--- src/rtl/sfx_mixer.sv ---
// sfx_mixer: plays up to NUM_CH sample-ROM effects, mixing them once per SAMPLE_PERIOD onto Avalon-ST L/R sinks.
// Optional macro SFX_VOLUME_EN adds the ch_vol port for per-channel arithmetic-shift attenuation.
module sfx_mixer #(
    parameter int NUM_CH        = 2,
    parameter int SAMPLE_W      = 16,
    parameter int ADDR_W        = 15,
    parameter int SAMPLE_PERIOD = 285
) (
    input  logic                     clk,
    input  logic                     reset_n,
    input  logic [NUM_CH-1:0]        start,
    input  logic [NUM_CH-1:0]        stop,
    input  logic [NUM_CH-1:0]        loop,
    input  logic [NUM_CH*ADDR_W-1:0] ch_len,
    input  logic                     mode,
`ifdef SFX_VOLUME_EN
    input  logic [3*NUM_CH-1:0]      ch_vol,
`endif
    output logic                     rom_rd,
    output logic [2:0]               rom_ch,
    output logic [ADDR_W-1:0]        rom_addr,
    input  logic [SAMPLE_W-1:0]      rom_data,
    output logic [NUM_CH-1:0]        active,
    output logic [SAMPLE_W-1:0]      L_DATA,
    output logic [SAMPLE_W-1:0]      R_DATA,
    output logic                     L_VALID,
    output logic                     R_VALID,
    input  logic                     L_READY,
    input  logic                     R_READY,
    output logic [15:0]              drop_cnt
);

    localparam int TICK_W = $clog2(SAMPLE_PERIOD);
    localparam int IDX_W  = (NUM_CH > 1) ? $clog2(NUM_CH) : 1;
    localparam int ACC_W  = SAMPLE_W + 3;

    localparam logic [TICK_W-1:0]       TICK_LAST = TICK_W'(SAMPLE_PERIOD - 1);
    localparam logic [IDX_W-1:0]        LAST_IDX  = IDX_W'(NUM_CH - 1);
    localparam logic signed [ACC_W-1:0] SAT_MAX   = {{4{1'b0}}, {(SAMPLE_W-1){1'b1}}};
    localparam logic signed [ACC_W-1:0] SAT_MIN   = {{4{1'b1}}, {(SAMPLE_W-1){1'b0}}};

    typedef enum logic [1:0] {
        S_IDLE,
        S_FETCH,
        S_ACC,
        S_OUT
    } state_t;

    state_t                  r_state;
    state_t                  w_stateNext;
    logic [TICK_W-1:0]       r_tick;
    logic                    w_tickLast;
    logic                    w_frameStart;
    logic [IDX_W-1:0]        r_idx;

    logic [NUM_CH-1:0]       r_active;
    logic [NUM_CH-1:0]       r_play;
    logic [NUM_CH-1:0]       r_pendStart;
    logic [NUM_CH-1:0]       r_pendStop;
    logic [ADDR_W-1:0]       r_pos [NUM_CH];
    logic [ADDR_W-1:0]       w_len [NUM_CH];

    logic [NUM_CH-1:0]       w_pendStart;
    logic [NUM_CH-1:0]       w_pendStop;
    logic [NUM_CH-1:0]       w_actApplied;
    logic [NUM_CH-1:0]       w_posClr;
    logic [NUM_CH-1:0]       w_playMask;
    logic                    w_fetchPlay;
    logic                    w_posLast;

    logic                    r_rdValid;
    logic signed [SAMPLE_W-1:0] w_sample;
    logic signed [ACC_W-1:0] w_sampleExt;
    logic signed [ACC_W-1:0] r_acc;
    logic [SAMPLE_W-1:0]     w_clamp;

    logic [SAMPLE_W-1:0]     r_lData;
    logic [SAMPLE_W-1:0]     r_rData;
    logic                    r_lValid;
    logic                    r_rValid;
    logic [15:0]             r_dropCnt;
    logic [1:0]              w_dropInc;
    logic [16:0]             w_dropSum;

    assign w_tickLast   = (r_tick == TICK_LAST);
    assign w_frameStart = (r_state == S_IDLE) && w_tickLast;

    always_comb begin
        for (int i = 0; i < NUM_CH; i++) begin
            w_len[i] = ch_len[i*ADDR_W +: ADDR_W];
        end
    end

    always_comb begin
        w_stateNext = r_state;
        case (r_state)
            S_IDLE:  if (w_tickLast) w_stateNext = S_FETCH;
            S_FETCH: if (r_idx == LAST_IDX) w_stateNext = S_ACC;
            S_ACC:   w_stateNext = S_OUT;
            S_OUT:   w_stateNext = S_IDLE;
            default: w_stateNext = S_IDLE;
        endcase
    end

    always_ff @(posedge clk or negedge reset_n) begin
        if (!reset_n) begin
            r_state <= S_IDLE;
            r_tick  <= '0;
            r_idx   <= '0;
        end else begin
            r_state <= w_stateNext;
            r_tick  <= w_tickLast ? '0 : r_tick + 1'b1;
            r_idx   <= (r_state == S_FETCH && w_stateNext == S_FETCH) ? r_idx + 1'b1 : '0;
        end
    end

    // Pulses arriving on the terminal-count cycle itself must still land in this frame.
    always_comb begin
        w_pendStart  = r_pendStart | start;
        w_pendStop   = r_pendStop | stop;
        w_actApplied = r_active;
        w_posClr     = '0;
        for (int i = 0; i < NUM_CH; i++) begin
            if (w_pendStart[i] && (w_len[i] != '0)) begin
                w_actApplied[i] = 1'b1;
                w_posClr[i]     = 1'b1;
            end else if (w_pendStop[i]) begin
                w_actApplied[i] = 1'b0;
            end
        end
        w_playMask = w_actApplied;
        if (mode) begin
            w_playMask = '0;
            for (int i = 0; i < NUM_CH; i++) begin
                if (w_actApplied[i]) begin
                    w_playMask    = '0;
                    w_playMask[i] = 1'b1;
                end
            end
        end
    end

    assign w_fetchPlay = (r_state == S_FETCH) && r_play[r_idx];
    assign w_posLast   = ({1'b0, r_pos[r_idx]} + 1'b1) >= {1'b0, w_len[r_idx]};

    assign rom_rd   = w_fetchPlay;
    assign rom_ch   = w_fetchPlay ? 3'(r_idx) : 3'd0;
    assign rom_addr = w_fetchPlay ? r_pos[r_idx] : '0;
    assign active   = r_active;

    always_ff @(posedge clk or negedge reset_n) begin
        if (!reset_n) begin
            r_active    <= '0;
            r_play      <= '0;
            r_pendStart <= '0;
            r_pendStop  <= '0;
            for (int i = 0; i < NUM_CH; i++) begin
                r_pos[i] <= '0;
            end
        end else if (w_frameStart) begin
            r_pendStart <= '0;
            r_pendStop  <= '0;
            r_active    <= w_actApplied;
            r_play      <= w_playMask;
            for (int i = 0; i < NUM_CH; i++) begin
                if (w_posClr[i]) r_pos[i] <= '0;
            end
        end else begin
            r_pendStart <= w_pendStart;
            r_pendStop  <= w_pendStop;
            if (w_fetchPlay) begin
                if (w_posLast) begin
                    if (loop[r_idx]) r_pos[r_idx] <= '0;
                    else             r_active[r_idx] <= 1'b0;
                end else begin
                    r_pos[r_idx] <= r_pos[r_idx] + 1'b1;
                end
            end
        end
    end

`ifdef SFX_VOLUME_EN
    logic [IDX_W-1:0] r_rdIdx;

    always_ff @(posedge clk or negedge reset_n) begin
        if (!reset_n) r_rdIdx <= '0;
        else          r_rdIdx <= r_idx;
    end

    assign w_sample = $signed(rom_data) >>> ch_vol[3*r_rdIdx +: 3];
`else
    assign w_sample = $signed(rom_data);
`endif

    assign w_sampleExt = {{3{w_sample[SAMPLE_W-1]}}, w_sample};

    // ROM data lags its strobe by one clock, so the last channel lands during ACC.
    always_ff @(posedge clk or negedge reset_n) begin
        if (!reset_n) begin
            r_rdValid <= 1'b0;
            r_acc     <= '0;
        end else begin
            r_rdValid <= w_fetchPlay;
            if (r_state == S_IDLE)  r_acc <= '0;
            else if (r_rdValid)     r_acc <= r_acc + w_sampleExt;
        end
    end

    always_comb begin
        if (r_acc > SAT_MAX)      w_clamp = SAT_MAX[SAMPLE_W-1:0];
        else if (r_acc < SAT_MIN) w_clamp = SAT_MIN[SAMPLE_W-1:0];
        else                      w_clamp = r_acc[SAMPLE_W-1:0];
    end

    assign w_dropInc = {1'b0, (r_state == S_OUT) && r_lValid && !L_READY}
                     + {1'b0, (r_state == S_OUT) && r_rValid && !R_READY};
    assign w_dropSum = {1'b0, r_dropCnt} + {15'd0, w_dropInc};

    always_ff @(posedge clk or negedge reset_n) begin
        if (!reset_n) begin
            r_lData   <= '0;
            r_rData   <= '0;
            r_lValid  <= 1'b0;
            r_rValid  <= 1'b0;
            r_dropCnt <= '0;
        end else begin
            if (r_state == S_OUT) begin
                r_lData  <= w_clamp;
                r_lValid <= 1'b1;
            end else if (r_lValid && L_READY) begin
                r_lValid <= 1'b0;
            end
            if (r_state == S_OUT) begin
                r_rData  <= w_clamp;
                r_rValid <= 1'b1;
            end else if (r_rValid && R_READY) begin
                r_rValid <= 1'b0;
            end
            r_dropCnt <= w_dropSum[16] ? 16'hFFFF : w_dropSum[15:0];
        end
    end

    assign L_DATA   = r_lData;
    assign R_DATA   = r_rData;
    assign L_VALID  = r_lValid;
    assign R_VALID  = r_rValid;
    assign drop_cnt = r_dropCnt;

endmodule
--- config.mk ---
export PLATFORM = sky130hd
export DESIGN_NAME = sfx_mixer
export DESIGN_NICKNAME = d
export VERILOG_FILES = /design/src/rtl/sfx_mixer.sv
export SDC_FILE = /design/constraint.sdc
export NUM_CORES = 1
export LEC_CHECK = 0
export BUFFER_PORTS_ARGS = -buffer_cell sky130_fd_sc_hd__buf_2
export CAP_MARGIN = 20
export CORE_ASPECT_RATIO = 2
export CORE_MARGIN = 2
export CORE_UTILIZATION = 51
export DETAILED_ROUTE_END_ITERATION = 7
export PLACE_DENSITY = 0.84
export SETUP_SLACK_MARGIN = 0.1
export SYNTH_ARGS = -nofsm -noshare
export SYNTH_HDL_FRONTEND = slang
export SYNTH_SLANG_ARGS = --single-unit
--- constraint.sdc ---
create_clock -name clk -period 3.98 [get_ports clk]
set_clock_uncertainty 0.1 [all_clocks]
set_input_delay 0.199 -clock clk [delete_from_list [all_inputs] [get_ports clk]]
set_output_delay 0.199 -clock clk [all_outputs]
set_load 0.01 [all_outputs]
==> impl_metrics.json, run 1 <==
{
  "reg2regPathDepth": 15,
  "cts_tree": "yes",
  "fp.dieW_um": 85.5,
  "wl_per_cell_um": 17.5,
  "clkSlewWorstSetupHoldPaths_ns": 0.07,
  "numCtsBuffers": 9,
  "clock_path_buffers": 2,
  "crit_required_ns": 4.13,
  "worst_slack_ns": 0.223,
  "grt.total_usage_pct": 24.6,
  "synthArstFlopShare_pct": 100,
  "yosysSeqAreaShare_pct": 38.5,
  "worstSetupPathType": "reg2reg",
  "clockRootBuffer": "clkbuf_16",
  "grt_pass1_vias": 5899,
  "tns_ns": 0,
  "fmax_mhz": 266,
  "coreArea_mm2": 0.0130,
  "die-area_mm2": 0.0143,
  "grt_pass1_wl_mm": 28.0,
  "hold_depth": 3,
  "drive_gt1_share_pct": 22.8,
  "worst_pin_slew_ns": 1.01,
  "status": "completed",
  "synth_commonest_cells": "109 x nand2_1, 104 x dfrtp_1, 71 x nor2_1",
  "synthFlopType": "dfrtp_1",
  "nets": 933,
  "rsz0062_at_grt": "false",
  "hold_viol": 0,
  "syn_area_mm2": 0.00677,
  "worstPathArrival_ns": 3.91,
  "drc": 0,
  "fp-row-count": 59,
  "synth_edf_count": 0,
  "ir_drop_v": 0.000215,
  "ant_nets": 0,
  "syn_avg_cell_area_um2": 9.36,
  "via_per_inst": 5.79,
  "dp_worst_setup_slack_ns": 0.00721,
  "io_pins": 128,
  "cp-end-kind": "register",
  "cts_htree_levels": 3,
  "worstHoldPathType": "in2reg",
  "synthTopCellsByArea": "dfrtp_1 38%, mux2i_1 9.5%, ha_1 6.8%",
  "vias": 5763,
  "grt_max_degree": 47,
  "drt_pass1_iterations": 7,
  "synthCells": 723,
  "r2r_setup_slack_ns": 0.22,
  "multi_input_comb_area_mm2": 0.00379,
  "drt_iter0_drc": 277,
  "setup_violations": 0,
  "wl_mm": 17.4,
  "yosysTopAreaCell": "dfrtp_1",
  "area_delta_synth_final_pct": 15.3,
  "slew_headroom_pct": 32.5,
  "min_period_ns": 3.76,
  "cts_sinks": 104,
  "p_per_area_mw_per_mm2": 262,
  "insertion_delay_ns": 0.35,
  "yosysMostFrequentCell": "nand2_1",
  "io_buffers": 125,
  "die_h_um": 167,
  "fin_crit_sh_pct": 94.4,
  "drv_slew": 0,
  "fillerInstances": 1129,
  "start_kind": "register",
  "cellLeakagePower_nw": 3.89,
  "synth_cell_types": 66,
  "yosysWarnings": 0,
  "crit_fanout": 15,
  "synth_top_area_share_pct": 38.5,
  "grt.overflow.total": 0,
  "dp.final_hpwl_mm": 13.1,
  "globalplace.congestion": 0.942,
  "antenna_found_initial": 1,
  "synth-seq-cells": 104,
  "drv_cap": 0,
  "start_util_pct": 52.1,
  "regArea_mm2": 0.00260
}
## what timing repair did
item | 4_1_cts | 5_1_grt
setup endpoints to repair | 16 | 21
resized for setup | 0 | 2
setup buffers | 6 | 1
hold buffers | 2 | 0
hold endpoints to repair | 45 | 0
pin swaps | 2 | 2
## area by class of cell
type                            instances  share of cell area, %
Multi-Input combinational cell        551                   48.6
Sequential cell                       104                   33.4
Timing Repair Buffer                  146                   10.5
Clock buffer                           10                   3.06
Tap cell                              152                   2.44
Inverter                               25                   1.20
Clock inverter                          6                  0.722
Antenna cell                            1                 0.0321
## registers in the layout, indices dropped and copies added, names as in the netlist, 2 cells and up
signal	count
drop_cnt	16
r_pos	30
r_pendStart	2
r_play	2
r_state	2
active	2
r_pendStop	2
R_DATA	16
r_tick	9
r_acc	19
## power by group
part	internal (W)	total, W	switching (W)
Sequential	0.00106	0.00106	0.00000233
Clock	0.000449	0.000866	0.000416
Combinational	0.0000469	0.000116	0.0000692
## cells in the final DEF, fill, tap and decap left out, types with 7 or more instances in the layout
cell type	synthesis	final
and3_1	10	10
nor4_1	8	8
xor2_1	14	14
nand2b_1	8	8
nor2_1	71	71
nand4_1	8	8
inv_1	25	25
mux2i_1	64	63
a211oi_1	7	7
mux2_2	7	7
nor3_1	12	12
nand2_1	109	109
clkbuf_16	0	9
nand3_1	23	23
buf_2	5	124
dfrtp_1	104	103
a21oi_1	30	30
o21ai_0	26	26
ha_1	37	37
xnor2_1	25	25
a21o_1	10	10
buf_4	19	17
## layer usage
layer,share of wire [%],vias to the layer above,GRT usage (%)
met5,0,-,0
li1,-,2737,-
met2,57,185,46.6
met1,34,2781,24.4
met4,4.3,0,12.5
met3,4.4,60,4.96
## worst paths after layout
check,startpoint,to
setup / recovery,r_idx,r_pos[20]
hold / removal,start[1],r_pendStart[1]
setup reg to reg,r_idx,r_pos[20]
hold reg to reg,r_pendStop[1],r_pendStop[1]
max in group asynchronous,reset_n,r_pos[18]
min in group asynchronous,reset_n,r_acc[6]
## worst max-delay path, cell delays in order (launching register included)
cell and delay [ns]:
dfrtp_2 0.46, buf_4 0.20, mux2i_4 0.22, a21oi_2 0.19
and2_1 0.25, nand2_1 0.09, xnor2_1 0.26, inv_1 0.08
ha_1 0.32, a21o_1 0.18, a21o_1 0.18, a211oi_2 0.25
o22ai_2 0.17, nor3_4 0.24, buf_12 0.20, mux2i_1 0.24
## per-stage QoR
stage	instances	hold WS (ns)	power (W)	util, %	area (µm²)
6_report	995	0.0137	0.00204	60.0	7800
3_5_place_dp	969	0.163	0.00120	57.0	7410
2_1_floorplan	724	-0.197	0.00113	-	6770
5_1_grt	994	0.0389	0.00212	60.0	7800
4_1_cts	993	0.00266	0.00207	59.9	7780
3_3_place_gp	969	0.154	0.00119	57.0	7410
## logic make-up (layout without fill, tap and decap cells)
logic type / Yosys count / count (layout) / share of synthesized area (%)
and+or+nand+nor: 282 / 282 / 19.8
muxes: 76 / 76 / 11.7
AOI/OAI and AO/OA: 113 / 113 / 11.9
DFF: 104 / 104 / 38.5
buffers and inverters: 69 / 187 / 5.58
xor gates and xnor gates: 39 / 39 / 5.05
adders and majority gates: 39 / 39 / 7.43
other: 1 / 3 / 0.0554
(Power assumes the default switching activity.)
==> run 2, diff against run 1 <==
--- a/config.mk
+++ b/config.mk
@@ -5,13 +5,17 @@
 export SDC_FILE = /design/constraint.sdc
 export NUM_CORES = 1
 export LEC_CHECK = 0
+export ABC_AREA = 1
 export BUFFER_PORTS_ARGS = -buffer_cell sky130_fd_sc_hd__buf_2
 export CAP_MARGIN = 20
+export CELL_PAD_IN_SITES_DETAIL_PLACEMENT = 2
+export CELL_PAD_IN_SITES_GLOBAL_PLACEMENT = 2
 export CORE_ASPECT_RATIO = 2
 export CORE_MARGIN = 2
-export CORE_UTILIZATION = 51
+export CORE_UTILIZATION = 29
 export DETAILED_ROUTE_END_ITERATION = 7
-export PLACE_DENSITY = 0.84
+export GPL_ROUTABILITY_DRIVEN = 0
+export PLACE_DENSITY = 0.85
 export SETUP_SLACK_MARGIN = 0.1
 export SYNTH_ARGS = -nofsm -noshare
 export SYNTH_HDL_FRONTEND = slang
==> run 2 against run 1 <==
Compared with the run above:
- power is 14% higher
- combinational power up 85%
- cell area increased by 21%
- final cell count is 64% higher
- fmax is 0.12% higher
- die area increased by 100%
- via count is 43% higher
- routed wire length up 78%
- utilization is 25 points lower
- highest routed layer unchanged
- register-to-register slack is essentially flat
- count of clock-buffer cells in the layout increased by 2
==> impl_metrics.json, run 2 <==
{
  "worstSetupPathType": "reg2reg",
  "largest_register_ffs": 30,
  "grt_max_degree": 46,
  "yosysMostFrequentCell": "nand2_1",
  "synth_compound_area_share_pct": 8.45,
  "cellLeakagePower_nw": 5.15,
  "synthFlopType": "dfrtp_1",
  "synth_cell_types": 51,
  "insertion_delay_ns": 0.36,
  "ir_drop_v": 0.000177,
  "cts_htree_levels": 3,
  "synth_top_family_by_area": "simple AND/OR/NAND/NOR gates",
  "clockRootBuffer": "clkbuf_16",
  "dp.final_hpwl_mm": 24.1,
  "regArea_mm2": 0.00260,
  "synthCells": 1147,
  "min_from": "stop[1]",
  "grt.overflow.total": 0,
  "io_buffers": 125,
  "clkSlewWorstSetupHoldPaths_ns": 0.07,
  "whs_endpoint": "r_pendStop[1]",
  "rr_startpoint": "r_idx",
  "io_pins": 128,
  "nets": 1371,
  "synthAdderAreaFrac_pct": 6.41,
  "coreArea_mm2": 0.0268,
  "ant_nets": 0,
  "utilization_pct": 35.1,
  "syn_avg_cell_area_um2": 6.85,
  "worstPathArrival_ns": 3.91,
  "setup_violations": 0,
  "drv_slew": 0,
  "yosysWarnings": 0,
  "synthArstFlopShare_pct": 100,
  "drc": 0,
  "cp-end-kind": "register",
  "r2r_setup_slack_ns": 0.23,
  "drt_pass1_iterations": 4,
  "synth-simple-area-share_pct": 39.5,
  "hold_depth": 3,
  "synthXorXnorAreaFrac_pct": 1.90,
  "synthTopCellsByArea": "dfrtp_1 33%, nand2_1 18%, ha_1 5.9%",
  "numCtsBuffers": 9,
  "synth_top_area_share_pct": 33.1,
  "area_delta_synth_final_pct": 19.8,
  "final_common_cell": "nand2_1",
  "worst_pin_slew_ns": 1.01,
  "fp.dieW_um": 120,
  "cts_tree": "yes",
  "worstHoldPathType": "in2reg",
  "synth.area.mux_share_pct": 0.510,
  "start_util_pct": 29.3,
  "start_kind": "register",
  "synth_commonest_cells": "385 x nand2_1, 111 x inv_1, 108 x nor2_1",
  "yosysTopAreaCell": "dfrtp_1",
  "tns_ns": 0,
  "syn_area_mm2": 0.00785,
  "clock_path_buffers": 2,
  "diodes": 0,
  "drive_gt1_share_pct": 21.0,
  "fillerInstances": 3262,
  "reg_top3": "r_pos (30), r_acc (19)",
  "yosysSeqAreaShare_pct": 33.1,
  "fin_area_mm2": 0.00941,
  "p_per_area_mw_per_mm2": 247,
  "mostFrequentLayoutCells": "381 x nand2_1, 124 x buf_2, 111 x inv_1",
  "min_period_ns": 3.75,
  "status": "completed",
  "top_register": "r_pos",
  "rsz0062_at_grt": "false",
  "synth_edf_count": 0,
  "synth-seq-cells": 104,
  "fp-row-count": 85,
  "cts_sinks": 104,
  "crit_fanout": 11,
  "fmax_mhz": 266,
  "die-area_mm2": 0.0285,
  "grt_pass1_wl_mm": 48.5,
  "placed_area_mm2": 0.00888,
  "hold_viol": 0,
  "grt_pass1_vias": 9417,
  "multi_input_comb_area_mm2": 0.00450,
  "via_per_inst": 5.07,
  "wl_mm": 30.9,
  "die_h_um": 237,
  "crit_required_ns": 4.13,
  "vias": 8247,
  "wl_per_cell_um": 19.0,
  "slew_headroom_pct": 32.9,
  "antenna_found_initial": 0,
  "regToRegEndpoint": "r_pos[20]",
  "hold_slack_ns": 0.0199,
  "fin_crit_sh_pct": 94.3,
  "reg2regPathDepth": 21,
  "grt.total_usage_pct": 21.8,
  "drv_cap": 0,
  "drt_iter0_drc": 218
}
## run 2: changes by cell type after synthesis, moves of 20 or more
cell	change
nand2_2	+37
nand2_1	+276
o21ai_0	+37
nor2_1	+37
inv_1	+86
mux2i_1	-60
nand3_1	+55
xnor2_1	-20
## run 2: critical path, cell delays in order, from the launching register on
cell	delay [ns]
dfrtp_2	0.52
buf_4	0.17
nand2_1	0.08
nand2_1	0.14
ha_1	0.22
nand2_2	0.13
inv_1	0.11
nand2_1	0.12
nor2_2	0.13
nand2_1	0.10
and2_1	0.20
ha_1	0.32
and3_1	0.17
nand2_1	0.07
nand2_1	0.09
nor2_4	0.23
nand3_1	0.20
nand2_1	0.21
nor2_8	0.07
buf_12	0.15
nand2_2	0.05
nand2_1	0.05
## run 2: repair_timing
| item | CTS | global route |
|---|---|---|
| cloned | 0 | 1 |
| endpoints found under the setup margin | 27 | 32 |
| hold buffers | 4 | 0 |
| endpoints found under the hold margin | 23 | 0 |
| resized for setup | 2 | 17 |
| buffers inserted | 3 | 4 |
| pin swaps | 0 | 4 |
## run 2: metrics by stage
stage,cells,power [W],worst slack (ns)
3_5_place_dp,1600,0.00129,0.00922
3_3_place_gp,1600,0.00128,0.164
2_1_floorplan,1148,0.00119,0.754
4_1_cts,1622,0.00236,0.113
5_1_grt,1627,0.00243,0.0114
6_report,1627,0.00233,0.227
## run 2: worst max-delay path by stage
stage               start  slack (ns)  cells past startpoint   endpoint
global route        r_idx        0.01                     21  r_pos[19]
global placement    r_idx        0.16                     19  r_pos[11]
detailed placement  r_idx       0.009                     22  r_pos[21]
CTS                 r_idx        0.11                     23  r_pos[21]
floorplan           r_idx        0.75                     23  r_pos[11]
finish              r_idx        0.23                     21  r_pos[20]
## run 2: cells by family after synthesis
logic type,count (synthesis)
compound gates,122
flops,104
xor+xnor,17
simple gates,689
buf+inv,171
other cells,1
fa+ha+maj,39
mux,4
## run 2: layer usage
layer / global-route usage, % / up-vias / wire length [µm]
met2: 44.7 / 182 / 18400
met5: 0 / - / 0
met4: 12.4 / 0 / 1730
li1: - / 3880 / -
met1: 19.7 / 4096 / 10100
met3: 2.22 / 89 / 674
## run 2: cell type report
cell class | count | area share, %
sequential | 104 | 27.7
timing repair buffer | 173 | 11.7
clock inverter | 3 | 0.957
multi-input combinational | 873 | 47.8
tap | 348 | 4.63
inverter | 114 | 4.60
clock buffer | 12 | 2.62
## run 2: where the power goes
group,internal (W),switching [W],total [W],leakage [nW]
clock,0.000631,0.000424,0.00105,0.163
sequential,0.00106,0.00000129,0.00106,1.30
combinational,0.0000752,0.000140,0.000215,3.69
